## config.mk

```make
export PLATFORM = sky130hd
export DESIGN_NAME = sorted_frame_stats
export DESIGN_NICKNAME = d
export VERILOG_FILES = /design/src/rtl/stats_pkg.sv /design/src/rtl/frame_beat_tracker.sv /design/src/rtl/sorted_frame_stats.sv
export SDC_FILE = /design/constraint.sdc
export NUM_CORES = 1
export LEC_CHECK = 0
export BUFFER_PORTS_ARGS = -buffer_cell sky130_fd_sc_hd__buf_2
export CORE_UTILIZATION = 40
export CTS_CLUSTER_DIAMETER = 30
export CTS_CLUSTER_SIZE = 14
export DETAILED_ROUTE_END_ITERATION = 8
export PLACE_DENSITY_LB_ADDON = 0.12
export SYNTH_ARGS = -nofsm -noshare
export SYNTH_HDL_FRONTEND = slang
export SYNTH_SLANG_ARGS = --single-unit
```

## constraint.sdc

```tcl
create_clock -name clk -period 3.05 [get_ports clk]
set_clock_uncertainty 0.05 [all_clocks]
set_input_delay 0.61 -clock clk [delete_from_list [all_inputs] [get_ports clk]]
set_output_delay 0.61 -clock clk [all_outputs]
set_load 0.005 [all_outputs]
```

## src/rtl/stats_pkg.sv

```systemverilog
// Shared defaults and FSM encoding for the sorted-frame statistics path.
package stats_pkg;
    localparam int DEF_N       = 8;
    localparam int DEF_DW      = 6;
    localparam int DEF_TIMEOUT = 16;
    localparam int SUMW        = DEF_DW + $clog2(DEF_N);

    typedef enum logic [1:0] {
        IDLE,
        ACCUM,
        REPORT,
        ABORT
    } state_t;
endpackage

```

## src/rtl/frame_beat_tracker.sv

```systemverilog
// Beat position within a frame plus the idle-gap watchdog.
module frame_beat_tracker #(
    parameter int N       = 8,
    parameter int TIMEOUT = 16
) (
    input  logic clk,
    input  logic rst,
    input  logic load,
    input  logic step,
    input  logic gap,
    output logic last_beat,
    output logic med_lo_hit,
    output logic med_hi_hit,
    output logic timeout
);
    localparam int CW = $clog2(N);
    localparam int IW = $clog2(TIMEOUT + 1);

    logic [CW-1:0] count;
    logic [CW-1:0] beat_idx;
    logic [IW-1:0] idle;

    // Index of the beat being accepted this cycle; a load is always beat 0.
    assign beat_idx   = load ? '0 : count;
    assign med_lo_hit = (load || step) && (beat_idx == CW'(N/2 - 1));
    assign med_hi_hit = (load || step) && (beat_idx == CW'(N/2));
    assign last_beat  = step && (count == CW'(N - 1));
    assign timeout    = gap && (idle == IW'(TIMEOUT - 1));

    always_ff @(posedge clk) begin
        if (rst) begin
            count <= '0;
            idle  <= '0;
        end else if (load) begin
            count <= CW'(1);
            idle  <= '0;
        end else if (step) begin
            count <= count + CW'(1);
            idle  <= '0;
        end else if (gap) begin
            idle  <= idle + IW'(1);
        end else begin
            count <= '0;
            idle  <= '0;
        end
    end
endmodule

```

## src/rtl/sorted_frame_stats.sv

```systemverilog
// Collects N-beat frames from the sorter and emits a one-cycle statistics summary.
module sorted_frame_stats
    import stats_pkg::*;
#(
    parameter int N       = DEF_N,
    parameter int DW      = DEF_DW,
    parameter int TIMEOUT = DEF_TIMEOUT
) (
    input  logic                      clk,
    input  logic                      rst,
    input  logic [DW-1:0]             in_data,
    input  logic                      in_valid,
    output logic [DW+$clog2(N)-1:0]   sum_out,
    output logic [DW-1:0]             min_out,
    output logic [DW-1:0]             max_out,
    output logic [DW-1:0]             med_out,
    output logic [DW-1:0]             range_out,
    output logic                      order_err,
    output logic                      stat_valid,
    output logic                      frame_err
);
    localparam int SW = DW + $clog2(N);

    state_t        state, state_nx;
    logic          accept, load, step, gap;
    logic          last_beat, med_lo_hit, med_hi_hit, timeout;
    logic [SW-1:0] sum_acc;
    logic [DW-1:0] min_acc, max_acc, prev, med_lo, med_hi;
    logic          ord_acc;
    logic [DW:0]   med_sum;

    // An X on in_valid must never count as a beat.
    assign accept = (in_valid === 1'b1);
    assign load   = accept && (state != ACCUM);
    assign step   = accept && (state == ACCUM);
    assign gap    = (state == ACCUM) && !accept;

    frame_beat_tracker #(.N(N), .TIMEOUT(TIMEOUT)) u_tracker (
        .clk        (clk),
        .rst        (rst),
        .load       (load),
        .step       (step),
        .gap        (gap),
        .last_beat  (last_beat),
        .med_lo_hit (med_lo_hit),
        .med_hi_hit (med_hi_hit),
        .timeout    (timeout)
    );

    always_ff @(posedge clk) begin
        if (rst) state <= IDLE;
        else     state <= state_nx;
    end

    always_comb begin
        state_nx = state;
        case (state)
            IDLE:    if (accept) state_nx = ACCUM;
            ACCUM: begin
                if (last_beat)    state_nx = REPORT;
                else if (timeout) state_nx = ABORT;
            end
            REPORT:  state_nx = accept ? ACCUM : IDLE;
            ABORT:   state_nx = accept ? ACCUM : IDLE;
            default: state_nx = IDLE;
        endcase
    end

    always_ff @(posedge clk) begin
        if (rst || (state == ABORT && !load)) begin
            sum_acc <= '0;
            min_acc <= '0;
            max_acc <= '0;
            prev    <= '0;
            ord_acc <= 1'b0;
            med_lo  <= '0;
            med_hi  <= '0;
        end else if (load) begin
            sum_acc <= SW'(in_data);
            min_acc <= in_data;
            max_acc <= in_data;
            prev    <= in_data;
            ord_acc <= 1'b0;
            if (med_lo_hit) med_lo <= in_data;
            if (med_hi_hit) med_hi <= in_data;
        end else if (step) begin
            sum_acc <= sum_acc + SW'(in_data);
            if (in_data < min_acc) min_acc <= in_data;
            if (in_data > max_acc) max_acc <= in_data;
            if (in_data < prev)    ord_acc <= 1'b1;
            prev <= in_data;
            if (med_lo_hit) med_lo <= in_data;
            if (med_hi_hit) med_hi <= in_data;
        end
    end

    assign med_sum = {1'b0, med_lo} + {1'b0, med_hi};

    // Outputs are gated by REPORT so nothing stale leaks between frames.
    always_comb begin
        sum_out    = '0;
        min_out    = '0;
        max_out    = '0;
        med_out    = '0;
        range_out  = '0;
        order_err  = 1'b0;
        stat_valid = (state == REPORT);
        frame_err  = (state == ABORT);
        if (state == REPORT) begin
            sum_out   = sum_acc;
            min_out   = min_acc;
            max_out   = max_acc;
            med_out   = med_sum[DW:1];
            range_out = max_acc - min_acc;
            order_err = ord_acc;
        end
    end
endmodule

```

==> impl_metrics.env <==
export IMPL_clk_path_buf_depth=2
export IMPL_avgRoutedWirePerCell_um=14.1
export IMPL_wl_um=7380
export IMPL_gp_congestion=0.755
export IMPL_synth_nets=426
export IMPL_min_period_ps=2680
export IMPL_crit_required_ps=2390
export IMPL_hold_viol_final=0
export IMPL_max_stage_delay_ps=390
export IMPL_syn_to_final_growth_pct=13.1
export IMPL_die_h_um=91.5
export IMPL_grt_overflow=0
export IMPL_avgSynthCellArea_um2=8.48
export IMPL_postCtsSetupBuffers=0
export IMPL_cpLargestDelayFamily="adder cells"
export IMPL_final_area_mm2=0.00362
export IMPL_crit_path_frequent_cell="nor2_1"
export IMPL_cts_sink_count=50
export IMPL_cp_max_fo=3
export IMPL_total_power_mw=1.38
export IMPL_vias=2631
export IMPL_post_route_util=0.469
export IMPL_synth_edf_count=0
export IMPL_timing_slew_headroom=0.574
export IMPL_synthTopCellsByArea="dfxtp_1 (31%), ha_1 (14%), mux2i_1 (8.7%)"
export IMPL_die_x_um=91.5
export IMPL_pre_cts_ws_ps=630
export IMPL_initial_utilization=0.415
export IMPL_cts_hold_buf=0
export IMPL_finalCritPeriodShare=0.878
export IMPL_post_dp_cell_area_mm2=0.00353
export IMPL_cp_end_kind="output port"
export IMPL_port_buffers=44
export IMPL_first_pass_iters=4
export IMPL_path_buf_inv=3
export IMPL_ys_seq_area_frac=0.312
export IMPL_setup_slack_ps=373
export IMPL_worstPathArrival_ps=2020
export IMPL_syn_area_mm2=0.00320
export IMPL_numCtsBuffers=5
export IMPL_synth_top_area_frac=0.312
export IMPL_io_pins=45
export IMPL_drv_slew=0
export IMPL_synth_seq_cells=50
export IMPL_grt_pass1_wl_um=12300
export IMPL_rsz0062_at_grt="no"
export IMPL_reg2reg_setup_slack_ps=1120
export IMPL_fin_nets=468
export IMPL_drc=0
export IMPL_clk_pin_slew_ps=100
export IMPL_finalSetupTns_ps=0
export IMPL_grt_pass1_vias=2487
export IMPL_n_antenna_cell=0
export IMPL_yosys_warnings=0
export IMPL_ys_async_sr_fraction=0
export IMPL_maxCapViolCount=0
export IMPL_ir_drop_uv=184
export IMPL_cts_resized=0
export IMPL_via_per_inst=5.03
export IMPL_drt_iter0_drc=50
export IMPL_status="completed"
export IMPL_hp_class="reg -> reg"
export IMPL_crit_path_start_kind="flip-flop"
export IMPL_fmax_ghz=0.374
export IMPL_tightest_slew_ps=639
export IMPL_final_setup_viol_count=0
export IMPL_synth_largest_area_cell="dfxtp_1"
export IMPL_ys_types=46
export IMPL_drive_above_1_share=0.157
export IMPL_crit_slowest_cell="fa_1"
export IMPL_fp_coreArea_mm2=0.00773
export IMPL_ys_flop_type="dfxtp_1"
export IMPL_dieArea_mm2=0.00837
export IMPL_cts_tree="yes"
export IMPL_syn_inst=378
export IMPL_ant_nets=0
export IMPL_dp_hpwl_um=5390
export IMPL_p_per_area_mw_per_mm2=381
export IMPL_track_usage=0.186
export IMPL_rows=32
export IMPL_grt_antenna_before_repair=0
export IMPL_grt_max_degree=27
export IMPL_crit_type="reg -> out"
export IMPL_p_leak_nw=1.68
export IMPL_path_cells="inv_1 > ha_1 > inv_1 > fa_1 > a21oi_1 > nor2_1 > nor2_1 > xor2_1 > nor2_1 > buf_2"
export IMPL_cts_root_buf="clkbuf_8"
export IMPL_insertion_delay_ps=310
export IMPL_htreeDepth=2
sequential cells by signal, indices dropped and copies added (netlist names):
name and cells:
u_tracker.idle 5, state 2, med_lo 6, prev 6, u_tracker.count 3, sum_acc 9
ord_acc 1, min_acc 6, med_hi 6, max_acc 6
cell usage after synthesis (2+ instances only):
cell / n
o211ai_1: 4
nand2_1: 25
o21ai_1: 5
nand4_1: 4
nor2b_1: 9
and2_1: 11
inv_1: 26
nor3_1: 7
o31ai_1: 5
o21ai_0: 9
dfxtp_1: 50
a211oi_1: 5
inv_2: 2
ha_1: 36
o31ai_2: 3
xor2_1: 9
a211o_1: 3
nand3_1: 13
and3_1: 4
or3_1: 2
a21oi_1: 11
xnor2_1: 5
clkbuf_1: 5
mux2i_1: 28
nor2_1: 59
fa_1: 3
a31oi_1: 3
o21bai_1: 2
a21o_1: 4
buf_2: 8
nand2b_1: 3
worst reg2reg max path, stage by stage (launching register included):
cell      delay [ps]
dfxtp_1          340
ha_1             230
fa_1             430
a211oi_1         320
o21ai_1          140
o211ai_1         110
xor2_1           160
nor2_1            50
kinds of logic after synthesis:
| kind of cell | count (synthesis) | synth area share |
|---|---|---|
| buffers and inverters | 42 | 0.0547 |
| adder cells (fa/ha/maj) | 39 | 0.159 |
| multiplexers | 28 | 0.0875 |
| flip-flops | 50 | 0.312 |
| AND/OR/NAND/NOR | 145 | 0.217 |
| AO/OA/AOI/OAI | 60 | 0.131 |
| XOR/XNOR | 14 | 0.0383 |
path summary, 6_finish.rpt:
check,from,to,cells after the start
max,max_acc[0],range_out[4],10
min reg2reg,u_tracker.idle[0],u_tracker.idle[0],1
min,u_tracker.idle[0],u_tracker.idle[0],1
max reg2reg,sum_acc[0],sum_acc[6],7
where the power goes:
part | total, mW | leakage [nW] | switching (mW) | internal [mW]
registers | 0.699 | 0.408 | 0.0186 | 0.680
clock network | 0.402 | 0.0482 | 0.219 | 0.184
logic | 0.280 | 1.22 | 0.166 | 0.114
stage by stage:
step	hold WS [ps]	std cells
floorplan	368	378
global placement	382	515
detailed placement	387	515
CTS	403	523
global route	411	523
finish	398	523
per-layer routing:
layer  GRT usage  up-vias  routed length, um
li1            -     1380                  -
met1       0.250     1200               3770
met2       0.310       43               3290
met3      0.0276        8                217
met4      0.0489        0                 97
met5           0        -                  0
cell usage in the layout (no fill, tap or decap), drive strengths merged, types with 2 or more instances in the layout:
| master | count |
|---|---|
| a211o | 3 |
| a211oi | 5 |
| a21o | 4 |
| a21oi | 11 |
| a31oi | 3 |
| and2 | 11 |
| and3 | 4 |
| buf | 49 |
| clkbuf | 7 |
| dfxtp | 50 |
| fa | 3 |
| ha | 36 |
| inv | 28 |
| mux2i | 28 |
| nand2 | 26 |
| nand2b | 3 |
| nand3 | 13 |
| nand4 | 4 |
| nor2 | 60 |
| nor2b | 9 |
| nor3 | 8 |
| o211ai | 4 |
| o21ai | 14 |
| o21bai | 2 |
| o31ai | 8 |
| or3 | 2 |
| xnor2 | 5 |
| xor2 | 9 |
final cells by class:
class	count	area [um2]
timing repair buffer	49	270
clock inverter	1	5.00
fill	793	4100
clock buffer	7	86.3
inverter	28	105
tap	102	128
sequential	50	1000
multi-input combinational	286	2030
Note: power is estimated with default switching activity, not from simulation.
